[src/rtl/ov7670_frame_emulator_if.sv]
// OV7670 sensor-side bus: emulated PCLK, VSYNC, HREF and the 8-bit pixel byte.
// The emulator drives it through the master modport; a capture block reads it through slave.
interface ov7670_frame_emulator_if;
    logic       pclk_o;
    logic       vsync_o;
    logic       href_o;
    logic [7:0] data_o;

    modport master (output pclk_o, vsync_o, href_o, data_o);
    modport slave  (input  pclk_o, vsync_o, href_o, data_o);
endinterface

[src/rtl/ov7670_frame_emulator.sv]
// Transmit-side OV7670 model emitting RGB444 two-byte pixels with PCLK = clk/2.
// Optional OV7670_EMU_SHORT_LINE_EN adds inject_short to truncate one active line by a pixel.
module ov7670_frame_emulator #(
    parameter int WIDTH        = 640,
    parameter int HEIGHT       = 480,
    parameter int HBLANK_BYTES = 288,
    parameter int VSYNC_LINES  = 3,
    parameter int VBP_LINES    = 17,
    parameter int VFP_LINES    = 10
) (
    input  logic        clk,
    input  logic        rst,
    input  logic        enable,
    input  logic [1:0]  mode,
    input  logic [11:0] solid_rgb,
`ifdef OV7670_EMU_SHORT_LINE_EN
    input  logic        inject_short,
`endif
    ov7670_frame_emulator_if.master cam,
    output logic        frame_start,
    output logic        frame_done,
    output logic [15:0] frame_count
);

    localparam int LINE_BYTES = 2 * WIDTH + HBLANK_BYTES;
    localparam int BW         = $clog2(LINE_BYTES);
    localparam int LW         = $clog2(VSYNC_LINES + VBP_LINES + HEIGHT + VFP_LINES + 1);
    localparam int XW         = $clog2(WIDTH);
    localparam int YW         = $clog2(HEIGHT);
    localparam int BAR_PX     = WIDTH / 8;
    localparam int PW         = $clog2(BAR_PX + 1);

    typedef enum logic [2:0] {
        S_IDLE,
        S_VSYNC,
        S_VBP,
        S_ACTIVE,
        S_VFP
    } state_t;

    state_t          state, state_nxt;
    logic            pclk;
    logic [BW-1:0]   byte_cnt;
    logic [LW-1:0]   line_cnt;
    logic [XW-1:0]   x;
    logic [YW-1:0]   y;
    logic [2:0]      bar_idx;
    logic [PW-1:0]   bar_px;
    logic [1:0]      mode_q;
    logic [11:0]     rgb_q;

    logic            tick, line_end, phase_end;
    logic            start_nxt, done_nxt;
    int unsigned     phase_lines;
    logic [BW-1:0]   href_len;
    logic            href;
    logic [11:0]     rgb;
    logic [7:0]      x8;
    logic [4:0]      y5;

    always_comb begin
        phase_lines = 1;
        case (state)
            S_VSYNC:  phase_lines = VSYNC_LINES;
            S_VBP:    phase_lines = VBP_LINES;
            S_ACTIVE: phase_lines = HEIGHT;
            S_VFP:    phase_lines = VFP_LINES;
            default:  phase_lines = 1;
        endcase
        tick      = (state != S_IDLE) && pclk;
        line_end  = tick && (byte_cnt == BW'(LINE_BYTES - 1));
        phase_end = line_end && (line_cnt == LW'(phase_lines - 1));
    end

    always_comb begin
        state_nxt = state;
        start_nxt = 1'b0;
        done_nxt  = 1'b0;
        case (state)
            S_IDLE: if (enable) begin
                state_nxt = S_VSYNC;
                start_nxt = 1'b1;
            end
            S_VSYNC:  if (phase_end) state_nxt = S_VBP;
            S_VBP:    if (phase_end) state_nxt = S_ACTIVE;
            S_ACTIVE: if (phase_end) state_nxt = S_VFP;
            S_VFP: if (phase_end) begin
                done_nxt = 1'b1;
                if (enable) begin
                    state_nxt = S_VSYNC;
                    start_nxt = 1'b1;
                end else begin
                    state_nxt = S_IDLE;
                end
            end
            default: state_nxt = S_IDLE;
        endcase
    end

    always_ff @(posedge clk) begin
        if (rst) state <= S_IDLE;
        else     state <= state_nxt;
    end

    always_ff @(posedge clk) begin
        if (rst) begin
            pclk        <= 1'b0;
            byte_cnt    <= '0;
            line_cnt    <= '0;
            x           <= '0;
            y           <= '0;
            bar_idx     <= '0;
            bar_px      <= '0;
            mode_q      <= '0;
            rgb_q       <= '0;
            frame_start <= 1'b0;
            frame_done  <= 1'b0;
            frame_count <= '0;
        end else begin
            frame_start <= start_nxt;
            frame_done  <= done_nxt;
            if (done_nxt) frame_count <= frame_count + 1'b1;
            if (start_nxt) begin
                mode_q <= mode;
                rgb_q  <= solid_rgb;
            end
            // Each byte slot starts with PCLK low, including the first slot after IDLE.
            pclk <= (state != S_IDLE && state_nxt != S_IDLE) ? ~pclk : 1'b0;

            if (start_nxt) y <= '0;
            else if (line_end && state == S_ACTIVE) y <= y + 1'b1;

            if (tick) begin
                if (line_end) begin
                    byte_cnt <= '0;
                    line_cnt <= phase_end ? '0 : line_cnt + 1'b1;
                    x        <= '0;
                    bar_idx  <= '0;
                    bar_px   <= '0;
                end else begin
                    byte_cnt <= byte_cnt + 1'b1;
                    if (byte_cnt[0] && byte_cnt < BW'(2 * WIDTH)) begin
                        x <= x + 1'b1;
                        if (bar_px == PW'(BAR_PX - 1)) begin
                            bar_px  <= '0;
                            bar_idx <= bar_idx + 1'b1;
                        end else begin
                            bar_px <= bar_px + 1'b1;
                        end
                    end
                end
            end
        end
    end

`ifdef OV7670_EMU_SHORT_LINE_EN
    logic short_req, short_cur, take;

    // The request is consumed as the next active line begins; short_cur marks that line.
    assign take = line_end && (state_nxt == S_ACTIVE);

    always_ff @(posedge clk) begin
        if (rst) begin
            short_req <= 1'b0;
            short_cur <= 1'b0;
        end else begin
            short_req <= (short_req & ~take) | inject_short;
            if (take)          short_cur <= short_req;
            else if (line_end) short_cur <= 1'b0;
        end
    end

    assign href_len = short_cur ? BW'(2 * WIDTH - 2) : BW'(2 * WIDTH);
`else
    assign href_len = BW'(2 * WIDTH);
`endif

    assign x8 = 8'(x);
    assign y5 = 5'(y);

    always_comb begin
        rgb = 12'h000;
        case (mode_q)
            2'd0: case (bar_idx)
                3'd0:    rgb = 12'hFFF;
                3'd1:    rgb = 12'hFF0;
                3'd2:    rgb = 12'h0FF;
                3'd3:    rgb = 12'h0F0;
                3'd4:    rgb = 12'hF0F;
                3'd5:    rgb = 12'hF00;
                3'd6:    rgb = 12'h00F;
                default: rgb = 12'h000;
            endcase
            2'd1:    rgb = {x8[3:0], y5[3:0], x8[7:4]};
            2'd2:    rgb = rgb_q;
            default: rgb = (x8[4] ^ y5[4]) ? 12'hFFF : 12'h000;
        endcase
    end

    assign href        = (state == S_ACTIVE) && (byte_cnt < href_len);
    assign cam.pclk_o  = pclk;
    assign cam.vsync_o = (state == S_VSYNC);
    assign cam.href_o  = href;
    assign cam.data_o  = !href ? 8'h00 : (byte_cnt[0] ? rgb[7:0] : {4'h0, rgb[11:8]});

endmodule

[src/flat_wrapper.sv]
// flat-port wrapper written by rule: the top's interface ports become plain ports
module ov7670_frame_emulator_flat 
#(
    parameter int WIDTH        = 640,
    parameter int HEIGHT       = 480,
    parameter int HBLANK_BYTES = 288,
    parameter int VSYNC_LINES  = 3,
    parameter int VBP_LINES    = 17,
    parameter int VFP_LINES    = 10
)
  (clk, rst, enable, mode, solid_rgb, frame_start, frame_done, frame_count, cam_pclk_o, cam_vsync_o, cam_href_o, cam_data_o);
  ov7670_frame_emulator_if cam_i ();
  input  logic clk;
  input  logic rst;
  input  logic enable;
  input  logic [1:0] mode;
  input  logic [11:0] solid_rgb;
  output logic frame_start;
  output logic frame_done;
  output logic [15:0] frame_count;
  output wire logic [$bits(cam_i.pclk_o)-1:0] cam_pclk_o;
  output wire logic [$bits(cam_i.vsync_o)-1:0] cam_vsync_o;
  output wire logic [$bits(cam_i.href_o)-1:0] cam_href_o;
  output wire logic [$bits(cam_i.data_o)-1:0] cam_data_o;
  assign cam_pclk_o = cam_i.pclk_o;
  assign cam_vsync_o = cam_i.vsync_o;
  assign cam_href_o = cam_i.href_o;
  assign cam_data_o = cam_i.data_o;
  ov7670_frame_emulator #(.WIDTH(WIDTH), .HEIGHT(HEIGHT), .HBLANK_BYTES(HBLANK_BYTES), .VSYNC_LINES(VSYNC_LINES), .VBP_LINES(VBP_LINES), .VFP_LINES(VFP_LINES)) u_core (.clk(clk), .rst(rst), .enable(enable), .mode(mode), .solid_rgb(solid_rgb), .cam(cam_i), .frame_start(frame_start), .frame_done(frame_done), .frame_count(frame_count));
endmodule
[config.mk]
export PLATFORM = sky130hd
export DESIGN_NAME = ov7670_frame_emulator_flat
export DESIGN_NICKNAME = d
export VERILOG_FILES = /design/src/rtl/ov7670_frame_emulator_if.sv /design/src/rtl/ov7670_frame_emulator.sv /design/src/flat_wrapper.sv
export SDC_FILE = /design/constraint.sdc
export NUM_CORES = 1
export LEC_CHECK = 0
export BUFFER_PORTS_ARGS = -buffer_cell sky130_fd_sc_hd__buf_2
export CORE_ASPECT_RATIO = 1.4
export CORE_MARGIN = 2
export CORE_UTILIZATION = 35
export DETAILED_ROUTE_END_ITERATION = 7
export PLACE_DENSITY = 0.6
export REMOVE_ABC_BUFFERS = 1
export SLEW_MARGIN = 5
export SYNTH_ARGS = -nofsm -noshare
export SYNTH_HDL_FRONTEND = slang
export SYNTH_SLANG_ARGS = --single-unit
[constraint.sdc]
create_clock -name clk -period 3.5 [get_ports clk]
set_clock_uncertainty 0.15 [all_clocks]
set_input_delay 0.7 -clock clk [delete_from_list [all_inputs] [get_ports clk]]
set_output_delay 0.7 -clock clk [all_outputs]
set_load 0.01 [all_outputs]
==> qor.txt, run 1 <==
total gr overflow -> 0
fmax -> 289.9 MHz
Worst Tran Pin Value -> 0.6186 ns
TritonCTS clock tree -> yes
minimum clock period -> 3.450 ns
final WL -> 9774 um
Final #Nets -> 577
clock slew at reported path FFs -> 0.06 ns
clock net sink count -> 79
Vias -> 3694
Max-slew headroom -> 58.63%
final-report max-slew violation count -> 0
Worst path max stage delay -> 0.58 ns
final setup margin -> 0.05043 ns
Hold Violations, Final -> 0
# Max-Cap Violations -> 0
final worst path period share -> 98.56%
crit-path max FO -> 7
Inst Count DP -> 669
Setup TNS -> 0 ns
Worst-Skew Late Latency -> 0.34 ns
vias in the first global route -> 3657
Ys Warns -> 0
H-tree levels -> 3
Layout Utilization -> 44.33%
Mean Syn Cell Area -> 8.411 um2
Total GRT Usage -> 16.83%
wire length on met2 -> 4819 um
outcome -> finished clean
power per cell area -> 391.3 nW/um2
Place WS -> -0.1347 ns
mean routed wirelength per cell -> 14.04 um
first-pass GRT wire length -> 16660 um
largest net degree at the start of global routing -> 24
peak supply drop -> 218.8 uV
Req. time, crit path -> 3.62 ns
CP Capture Type -> flop
#FFs+latches synth -> 79
via/cell ratio -> 5.307
row cnt -> 46
placed cell areas -> 4517 um2
chip height -> 130.9 um
Highest Signal Layer -> met4
leading cell types in the layout, fill and taps excluded -> dfxtp_1 (76), nor2_1 (59), buf_2 (45)
Crit Path Category -> flop to flop
worst hold path class -> flop to flop
cts bufs inserted -> 9
initial antenna violation count -> 0
clk root buf -> clkbuf_16
Final Instance Area -> 5001 um2
crit-path most repeated cell -> buf_4
Lkg Pwr -> 2.048 nW
most common cell after layout, fill and taps aside -> dfxtp_1
Final ANT Viol Nets -> 0
# port buffers -> 45
count of cell types in the netlist -> 53
Post-synth ARST share -> 0%
largest cells by area after synthesis -> dfxtp_1 (39%), xor2_1 (5.7%), nor2_1 (5.5%)
Worst setup SP type -> flop
DR WL met3 -> 493 um
Seq/Total Area, Yosys -> 39.25%
Die Area -> 12400 um2
CTS Hold Bufs -> 0
RePlAce Congestion -> 0.7757
drt pass-1 iters -> 4
crit-path leading delay family -> simple AND/OR/NAND/NOR gates
crit path max-delay cell type -> or4_4
Post-synth EDFFs -> 0
Initial DRC Count -> 211
Mapped Area -> 4029 um2
hpwl dp -> 6612 um
Layout area overhead -> 24.13%
Synth Instances -> 479
I/O pin count -> 46
Starting Density -> 35.71%
Primary FF master, synth -> dfxtp_1
core area -> 11280 um2
cell chain of the critical path -> nor3b_4 > buf_4 > buf_4 > buf_4 > buf_4 > buf_4 > buf_4 > buf_4 > a221oi_1 > or4_4 > or4_4 > or4_4 > a21oi_1
Die X -> 94.68 um
n_diodes -> 0
M1 WL -> 4236 um
fin cells -> 696
# setup viols final -> 0
count of buffer and inverter cells on the critical path -> 7
Crit path arrival time -> 3.57 ns
Max clock buf depth -> 2
Yosys top cell area share -> 39.25%
share of layout cells above drive strength 1 -> 24.28%
DRC errors left -> 0
cell taking the most area after synthesis -> dfxtp_1
## final cells by class
class / count / area [um2]
clock buffer: 10 / 239.0
fill: 1123 / 6280
sequential: 79 / 1588
clock inverter: 6 / 60.06
timing repair buffer: 81 / 499.2
inverter: 15 / 56.30
tap: 144 / 180.2
multi-input combinational: 361 / 2379
## synthesized netlist by cell type (all sizes together), types with 13 or more instances
master	number
nand3	17
a21oi	31
dfxtp	79
nand4	21
xor2	26
ha	13
nor2	59
inv	15
nand2	40
clkbuf	19
a22o	14
o21ai	16
## layer usage
layer  vias to the layer above  track usage [%]
met5                         -                0
met4                         0            7.673
met3                        16            3.784
met2                        89            29.29
met1                      1728            19.56
li1                       1861                -
## power by group
group          switching (W)   total, W  internal, W
combinational      0.0000532  0.0000957    0.0000425
clock               0.000371   0.000938     0.000567
sequential         0.0000114   0.000923     0.000911
total               0.000436    0.00196      0.00152
## cells by family (layout without fill, tap and decap cells)
group,after synthesis,after routing,share of synthesized area (%)
mux,4,4,0.9938
simple gates,203,205,26.18
xor+xnor,38,38,8.261
compound gates,101,101,16.90
buf+inv,41,112,4.379
fa+ha+maj,13,13,4.037
flops,79,79,39.25
## worst min-delay path, delay by kind of cell, from the launching register on
kind           cells  cell delay, ns
flip-flops         1            0.31
AO/OA/AOI/OAI      2            0.11
## flip-flops by register name, summed over array words and instances, names as in the netlist
name / flops
u_core.mode_q: 2
u_core.bar_idx: 3
u_core.bar_px: 7
u_core.byte_cnt: 11
u_core.y: 5
u_core.state: 3
u_core.line_cnt: 9
u_core.x: 8
u_core.frame_count: 16
u_core.frame_start: 1
u_core.rgb_q: 12
u_core.cam.pclk_o: 1
u_core.frame_done: 1
## worst paths after layout
path	from	depth (start not counted)	endpoint	slack, ns
worst max register to register	u_core.state[2]	13	u_core.frame_count[12]	0.05
worst min register to register	u_core.frame_count[15]	2	u_core.frame_count[15]	0.33
worst min-delay path	u_core.frame_count[15]	2	u_core.frame_count[15]	0.33
worst max-delay path	u_core.state[2]	13	u_core.frame_count[12]	0.05
## what timing repair did
item,4_1_cts,5_1_grt
resized for setup,8,19
buffers inserted,9,0
cloned,2,0
hold endpoints to repair,0,0
setup endpoints to repair,29,32
pin swaps,5,6
## stage by stage
| step | power (W) | hold slack (ns) |
|---|---|---|
| 5_1_grt | 0.002032 | 0.3507 |
| 6_report | 0.001957 | 0.3270 |
| 2_1_floorplan | 0.0009941 | 0.2992 |
| 4_1_cts | 0.001985 | 0.3320 |
| 3_3_place_gp | 0.001034 | 0.3108 |
| 3_5_place_dp | 0.001036 | 0.3175 |
(Power assumes the default switching activity.)
==> run 2, diff against run 1 <==
--- a/config.mk
+++ b/config.mk
@@ -5,6 +5,7 @@
 export SDC_FILE = /design/constraint.sdc
 export NUM_CORES = 1
 export LEC_CHECK = 0
+export ABC_AREA = 1
 export BUFFER_PORTS_ARGS = -buffer_cell sky130_fd_sc_hd__buf_2
 export CORE_ASPECT_RATIO = 1.4
 export CORE_MARGIN = 2
==> run 2 against run 1 <==
Against the previous run:
- sequential share of layout area shrank 0.16 points
- register-to-register slack gained 0.24 ns
- core utilization shrank 3.5 points
- worst setup slack gained 0.24 ns
- cell count grew 19%
- fmax grew 7.6%
- cell area is essentially flat
- hold slack lost 0.0047 ns
- critical path depth grew 5
- critical endpoint is now u_core.rgb_q[11]
- largest power group unchanged
==> qor.txt, run 2 <==
outcome -> finished clean
cell chain of the critical path -> inv_1 > nor3_1 > nor2_1 > ha_1 > ha_1 > inv_1 > nand2_1 > nand2_1 > nand2_1 > nor2_1 > nand2_1 > nor2_4 > nand4_4 > nand2_1 > nand2_2 > nor2_4 > nand2_1 > o21ai_2
crit path max-delay cell type -> dfxtp_1
core area -> 12250 um2
cell taking the most area after synthesis -> dfxtp_1
mean routed wirelength per cell -> 12.17 um
Post-Synth XOR/XNOR Area -> 3.020%
cts bufs inserted -> 9
RSZ-0062 raised after global routing -> false
Layout Utilization -> 40.86%
CP Capture Type -> flop
hpwl dp -> 7615 um
Ys Warns -> 0
H-tree levels -> 3
#FFs+latches synth -> 79
Post-synth ARST share -> 0%
Max clock buf depth -> 2
Die Area -> 13350 um2
Hold Violations, Final -> 0
most common cell after layout, fill and taps aside -> nand2_1
CTS Hold Bufs -> 0
crit-path most repeated cell -> nand2_1
minimum clock period -> 3.205 ns
reg2reg path depth -> 18
Synth Area in Compound Gates -> 14.87%
Post-synth EDFFs -> 0
Lkg Pwr -> 2.071 nW
DRC errors left -> 0
Layout area overhead -> 15.07%
Inst Count DP -> 807
Crit Path Category -> flop to flop
crit-path max FO -> 15
n_diodes -> 0
Setup TNS -> 0 ns
Primary FF master, synth -> dfxtp_1
# port buffers -> 45
post-synthesis mux area share -> 0%
Vias -> 4118
Worst setup SP type -> flop
total power -> 0.001981 W
Mapped Area -> 4350 um2
Max-slew headroom -> 39.23%
chip height -> 135.9 um
fmax -> 312.0 MHz
Worst-Skew Late Latency -> 0.34 ns
final setup margin -> 0.2946 ns
first-pass GRT wire length -> 17370 um
GRT met2 Usage -> 29.45%
clock slew at reported path FFs -> 0.06 ns
drt pass-1 iters -> 4
M3 GR Usage -> 4.010%
vias in the first global route -> 4044
Place WS -> 0.2669 ns
power per cell area -> 395.8 nW/um2
TritonCTS clock tree -> yes
Post-Synth Adder-Cell Area -> 3.739%
Final #Nets -> 701
worst hold path class -> flop to flop
Crit path arrival time -> 3.32 ns
peak supply drop -> 214.1 uV
# Max-Cap Violations -> 0
hold path cells -> 2
RePlAce Congestion -> 0.8768
via/cell ratio -> 4.992
I/O pin count -> 46
most common cell in the synthesized netlist -> nand2_1
# setup viols final -> 0
final WL -> 10040 um
Post-Synth Simple-Gate Area -> 31.58%
Seq/Total Area, Yosys -> 36.35%
clock net sink count -> 79
Final ANT Viol Nets -> 0
Mean Syn Cell Area -> 6.961 um2
clk root buf -> clkbuf_16
final-report max-slew violation count -> 0
synth cell count leaders -> nand2_1 (134), inv_1 (94), dfxtp_1 (79)
total gr overflow -> 0
register with the most flip-flops -> u_core.frame_count
initial antenna violation count -> 0
Die X -> 98.23 um
Reg area -> 1582 um2
GRT busiest layer -> met2
Synth Instances -> 625
Initial DRC Count -> 141
Total GRT Usage -> 15.64%
Fill cells -> 1303
leading cell types in the layout, fill and taps excluded -> nand2_1 (134), inv_1 (94), dfxtp_1 (79)
largest family of logic cells by synthesized area -> simple AND/OR/NAND/NOR gates
Yosys top cell area share -> 36.35%
row cnt -> 48
met1 Track Usage GR -> 17.11%
fin cells -> 825
Req. time, crit path -> 3.61 ns
Worst Tran Pin Value -> 0.9082 ns
largest net degree at the start of global routing -> 20
Starting Density -> 35.51%
share of layout cells above drive strength 1 -> 14.96%
largest cells by area after synthesis -> dfxtp_1 (36%), nand2_1 (12%), inv_1 (8.1%)
Worst path max stage delay -> 0.48 ns
max reg flops -> 16
count of cell types in the netlist -> 40
final worst path period share -> 91.58%
area taken by multi-input logic gates -> 2315 um2
biggest regs -> u_core.frame_count: 16 flops, u_core.rgb_q: 12 flops, u_core.byte_cnt: 11 flops
[run 2: cell count changes after synthesis, moves of 13 or more]
cell / change
a21oi_1: +17
a22o_1: -14
clkbuf_1: -13
inv_1: +80
nand2_1: +94
nand3_1: +18
nand4_1: -16
o21ai_0: +24
xor2_1: -13
[run 2: per-layer routing]
layer	routed length, um	share of wire [%]
met5	0	0
met4	127	1.3
met3	445	4.4
met2	5126	51
met1	4339	43
[run 2: worst max-delay path, delay by kind of cell (launching register included)]
kind                     cells  cell delay (ns)
buffers and inverters        2             0.19
flip-flops                   1             0.48
adder cells (fa/ha/maj)      2             0.53
AND/OR/NAND/NOR             13             1.72
AO/OA/AOI/OAI                1             0.07
[run 2: worst paths after layout]
kind	startpoint	slack, ns	endpoint
max	u_core.state[0]	0.29	u_core.rgb_q[11]
min	u_core.rgb_q[7]	0.32	u_core.rgb_q[7]
max reg2reg	u_core.state[0]	0.29	u_core.rgb_q[11]
min reg2reg	u_core.rgb_q[7]	0.32	u_core.rgb_q[7]
[run 2: metrics by stage]
stage | area [um2] | hold slack, ns
detailed placement | 4684 | 0.3179
global route | 5006 | 0.3492
floorplan | 4264 | 0.2883
finish | 5006 | 0.3223
global placement | 4684 | 0.3075
CTS | 4984 | 0.3286
[run 2: power by group]
group | internal, W | switching (W) | leakage (nW)
clock network | 0.000586 | 0.000358 | 0.145
logic | 0.0000373 | 0.0000779 | 1.29
registers | 0.000913 | 0.00000878 | 0.639
total | 0.00154 | 0.000445 | 2.07
[run 2: logic make-up (layout without fill, tap and decap cells)]
family,count (synthesis),count (layout)
AO/OA/AOI/OAI,115,115
XOR/XNOR,15,15
buffers and inverters,112,162
adder cells (fa/ha/maj),13,13
flip-flops,79,79
AND/OR/NAND/NOR,291,291
[run 2: timing repair]
item / 4_1_cts / 5_1_grt
endpoints found under the setup margin: 0 / 3
buffers inserted: 0 / 3
resized for setup: 0 / 0
endpoints found under the hold margin: 0 / 0
[run 2: final cells by class]
class,count,share of cell area [%]
clock buffers,12,5.124
clock inverters,3,0.8498
inverters,98,7.348
multi-input cells,434,46.24
flip-flops and latches,79,31.59
well taps,150,3.749
repair buffers,49,5.099
==> run 3, diff against run 2 <==
--- a/config.mk
+++ b/config.mk
@@ -9,9 +9,9 @@
 export BUFFER_PORTS_ARGS = -buffer_cell sky130_fd_sc_hd__buf_2
 export CORE_ASPECT_RATIO = 1.4
 export CORE_MARGIN = 2
-export CORE_UTILIZATION = 35
+export CORE_UTILIZATION = 53
 export DETAILED_ROUTE_END_ITERATION = 7
-export PLACE_DENSITY = 0.6
+export PLACE_DENSITY = 0.82
 export REMOVE_ABC_BUFFERS = 1
 export SLEW_MARGIN = 5
 export SYNTH_ARGS = -nofsm -noshare
==> run 3 against run 2 <==
Against the previous run:
- count of clock-buffer cells in the layout rose by 1
- sequential cell count did not move
- global-route usage rose by 8.1 points
- via count rose by 0.83%
- first-iteration DRC count rose by 29%
- clock power fell by 8.4%
- die area fell by 33%
- power fell by 3.9%
==> qor.txt, run 3 (synthesis results as in run 2) <==
hold path cells -> 2
Worst path max stage delay -> 0.48 ns
Worst Hold Endpoint -> u_core.byte_cnt[10]
Clock power frac -> 45.5%
Internal -> 0.001468 W
crit path max-delay cell type -> dfxtp_1
crit path from -> u_core.state[0]
max reg flops -> 16
worst reg2reg endpoint -> u_core.rgb_q[0]
final worst path period share -> 88.33%
Lkg Pwr -> 2.064 nW
# port buffers -> 45
first-pass GRT wire length -> 16930 um
Worst Tran Pin Value -> 0.8402 ns
Worst-Skew Late Latency -> 0.34 ns
M1 WL -> 4147 um
Worst setup SP type -> flop
row cnt -> 39
worst hold path class -> flop to flop
Req. time, crit path -> 3.61 ns
total gr overflow -> 0
DR WL met3 -> 415 um
clock slew at reported path FFs -> 0.06 ns
Post-CTS Repair Setup Buffers -> 0
Crit path arrival time -> 3.20 ns
share of layout cells above drive strength 1 -> 14.94%
hpwl dp -> 7304 um
Worst R2R Start -> u_core.state[0]
via/cell ratio -> 5.337
crit-path most repeated cell -> nand2_1
combinational power share -> 6.1%
Final #Nets -> 701
Starting Density -> 54.03%
I/O pin count -> 46
Fill cells -> 718
peak supply drop -> 284.3 uV
# setup viols final -> 0
Layout area overhead -> 13.49%
power per cell area -> 385.5 nW/um2
Max-slew headroom -> 43.78%
area taken by multi-input logic gates -> 2315 um2
TritonCTS clock tree -> yes
reg2reg path depth -> 18
chip height -> 111.2 um
drt pass-1 iters -> 6
minimum clock period -> 3.092 ns
initial antenna violation count -> 0
Place WS -> 0.3371 ns
final-report max-slew violation count -> 0
final WL -> 9900 um
cts bufs inserted -> 9
H-tree levels -> 3
fmax -> 323.5 MHz
register with the most flip-flops -> u_core.frame_count
RSZ-0062 raised after global routing -> false
crit-path max FO -> 15
Max clock buf depth -> 2
Hold Violations, Final -> 0
leading cell types in the layout, fill and taps excluded -> nand2_1 (134), inv_1 (94), dfxtp_1 (79)
clk root buf -> clkbuf_16
Reg power frac -> 48.4%
final setup margin -> 0.4085 ns
R2R Setup Slk -> 0.41 ns
Total GRT Usage -> 23.69%
vias in the first global route -> 3930
core area -> 8051 um2
Setup TNS -> 0 ns
DRC errors left -> 0
Reg area -> 1582 um2
Post-CTS Resized -> 0
Final ANT Viol Nets -> 0
most common cell after layout, fill and taps aside -> nand2_1
n_diodes -> 0
Crit Path Category -> flop to flop
outcome -> finished clean
Vias -> 4152
cell chain of the critical path -> inv_1 > nor3_1 > nor2_1 > ha_1 > ha_1 > inv_1 > nand2_1 > nand2_1 > nand2_1 > nor2_1 > nand2_1 > nor2_4 > nand4_4 > nand2_1 > nand2_2 > nor2_4 > nand2_1 > o21ai_0
Die Area -> 8959 um2
# Max-Cap Violations -> 0
CP Capture Type -> flop
CTS Hold Bufs -> 0
Die X -> 80.57 um
Initial DRC Count -> 182
mean routed wirelength per cell -> 12.72 um
Highest Signal Layer -> met4
biggest regs -> u_core.frame_count: 16 flops, u_core.rgb_q: 12 flops, u_core.byte_cnt: 11 flops
NetSw -> 0.0004356 W
largest net degree at the start of global routing -> 25
clock net sink count -> 79
wire length on met2 -> 4919 um
Net Sw Frac -> 22.89%
RePlAce Congestion -> 0.8824
min-delay src -> u_core.byte_cnt[10]
[run 3: cell count changes in the layout (fill, tap and decap cells not counted)]
| cell | change |
|---|---|
| buf_12 | +1 |
| bufinv_16 | -1 |
| clkbuf_1 | +1 |
| buf_4 | -1 |
| clkinv_2 | +1 |
[run 3: worst max-delay path: cells and delay by family, from the launching register on]
kind,cells,cell delay [ns]
flops,1,0.48
fa+ha+maj,2,0.53
simple gates,13,1.58
compound gates,1,0.09
buf+inv,2,0.19
[run 3: worst max-delay path by stage]
| stage | end | slack [ns] | cells past startpoint |
|---|---|---|---|
| 2_1_floorplan | u_core.frame_count[1] | 0.58 | 17 |
| 4_1_cts | u_core.frame_count[0] | 0.32 | 18 |
| 3_3_place_gp | u_core.frame_count[0] | 0.50 | 18 |
| 3_5_place_dp | u_core.frame_count[1] | 0.34 | 17 |
| 6_report | u_core.rgb_q[0] | 0.41 | 18 |
| 5_1_grt | u_core.rgb_q[0] | 0.06 | 18 |
[run 3: through the flow]
step           power (W)  instances  instance area (um2)  util, %  hold slack (ns)
2_1_floorplan   0.001015        611                 4264        -           0.2883
3_3_place_gp    0.001052        760                 4632    57.53           0.3014
3_5_place_dp    0.001055        760                 4632    57.53           0.3103
4_1_cts         0.001924        776                 4910    60.98           0.3202
5_1_grt         0.001978        778                 4937    61.32           0.3414
6_report        0.001903        778                 4937    61.32           0.3197
[run 3: power by group through the flow]
stage | registers [W] | clock network (W) | logic (W)
after global routing | 0.000923 | 0.000926 | 0.000130
after global placement | 0.000941 | 0 | 0.000111
after CTS | 0.000922 | 0.000887 | 0.000115
after detailed placement | 0.000941 | 0 | 0.000113
after floorplan | 0.000940 | 0 | 0.0000753
final | 0.000922 | 0.000865 | 0.000116
[run 3: area by class of cell]
| class | count | area share (%) |
|---|---|---|
| inverter | 98 | 7.451 |
| tap | 102 | 2.585 |
| clock buffer | 13 | 5.271 |
| timing repair buffer | 49 | 5.423 |
| sequential | 79 | 32.03 |
| clock inverter | 3 | 0.3548 |
| multi-input combinational | 434 | 46.88 |
[run 3: per-layer routing]
metal	track usage, %	vias up
met5	0	-
met1	26.48	1880
met2	41.11	119
li1	-	2118
met4	14.24	0
met3	3.664	35
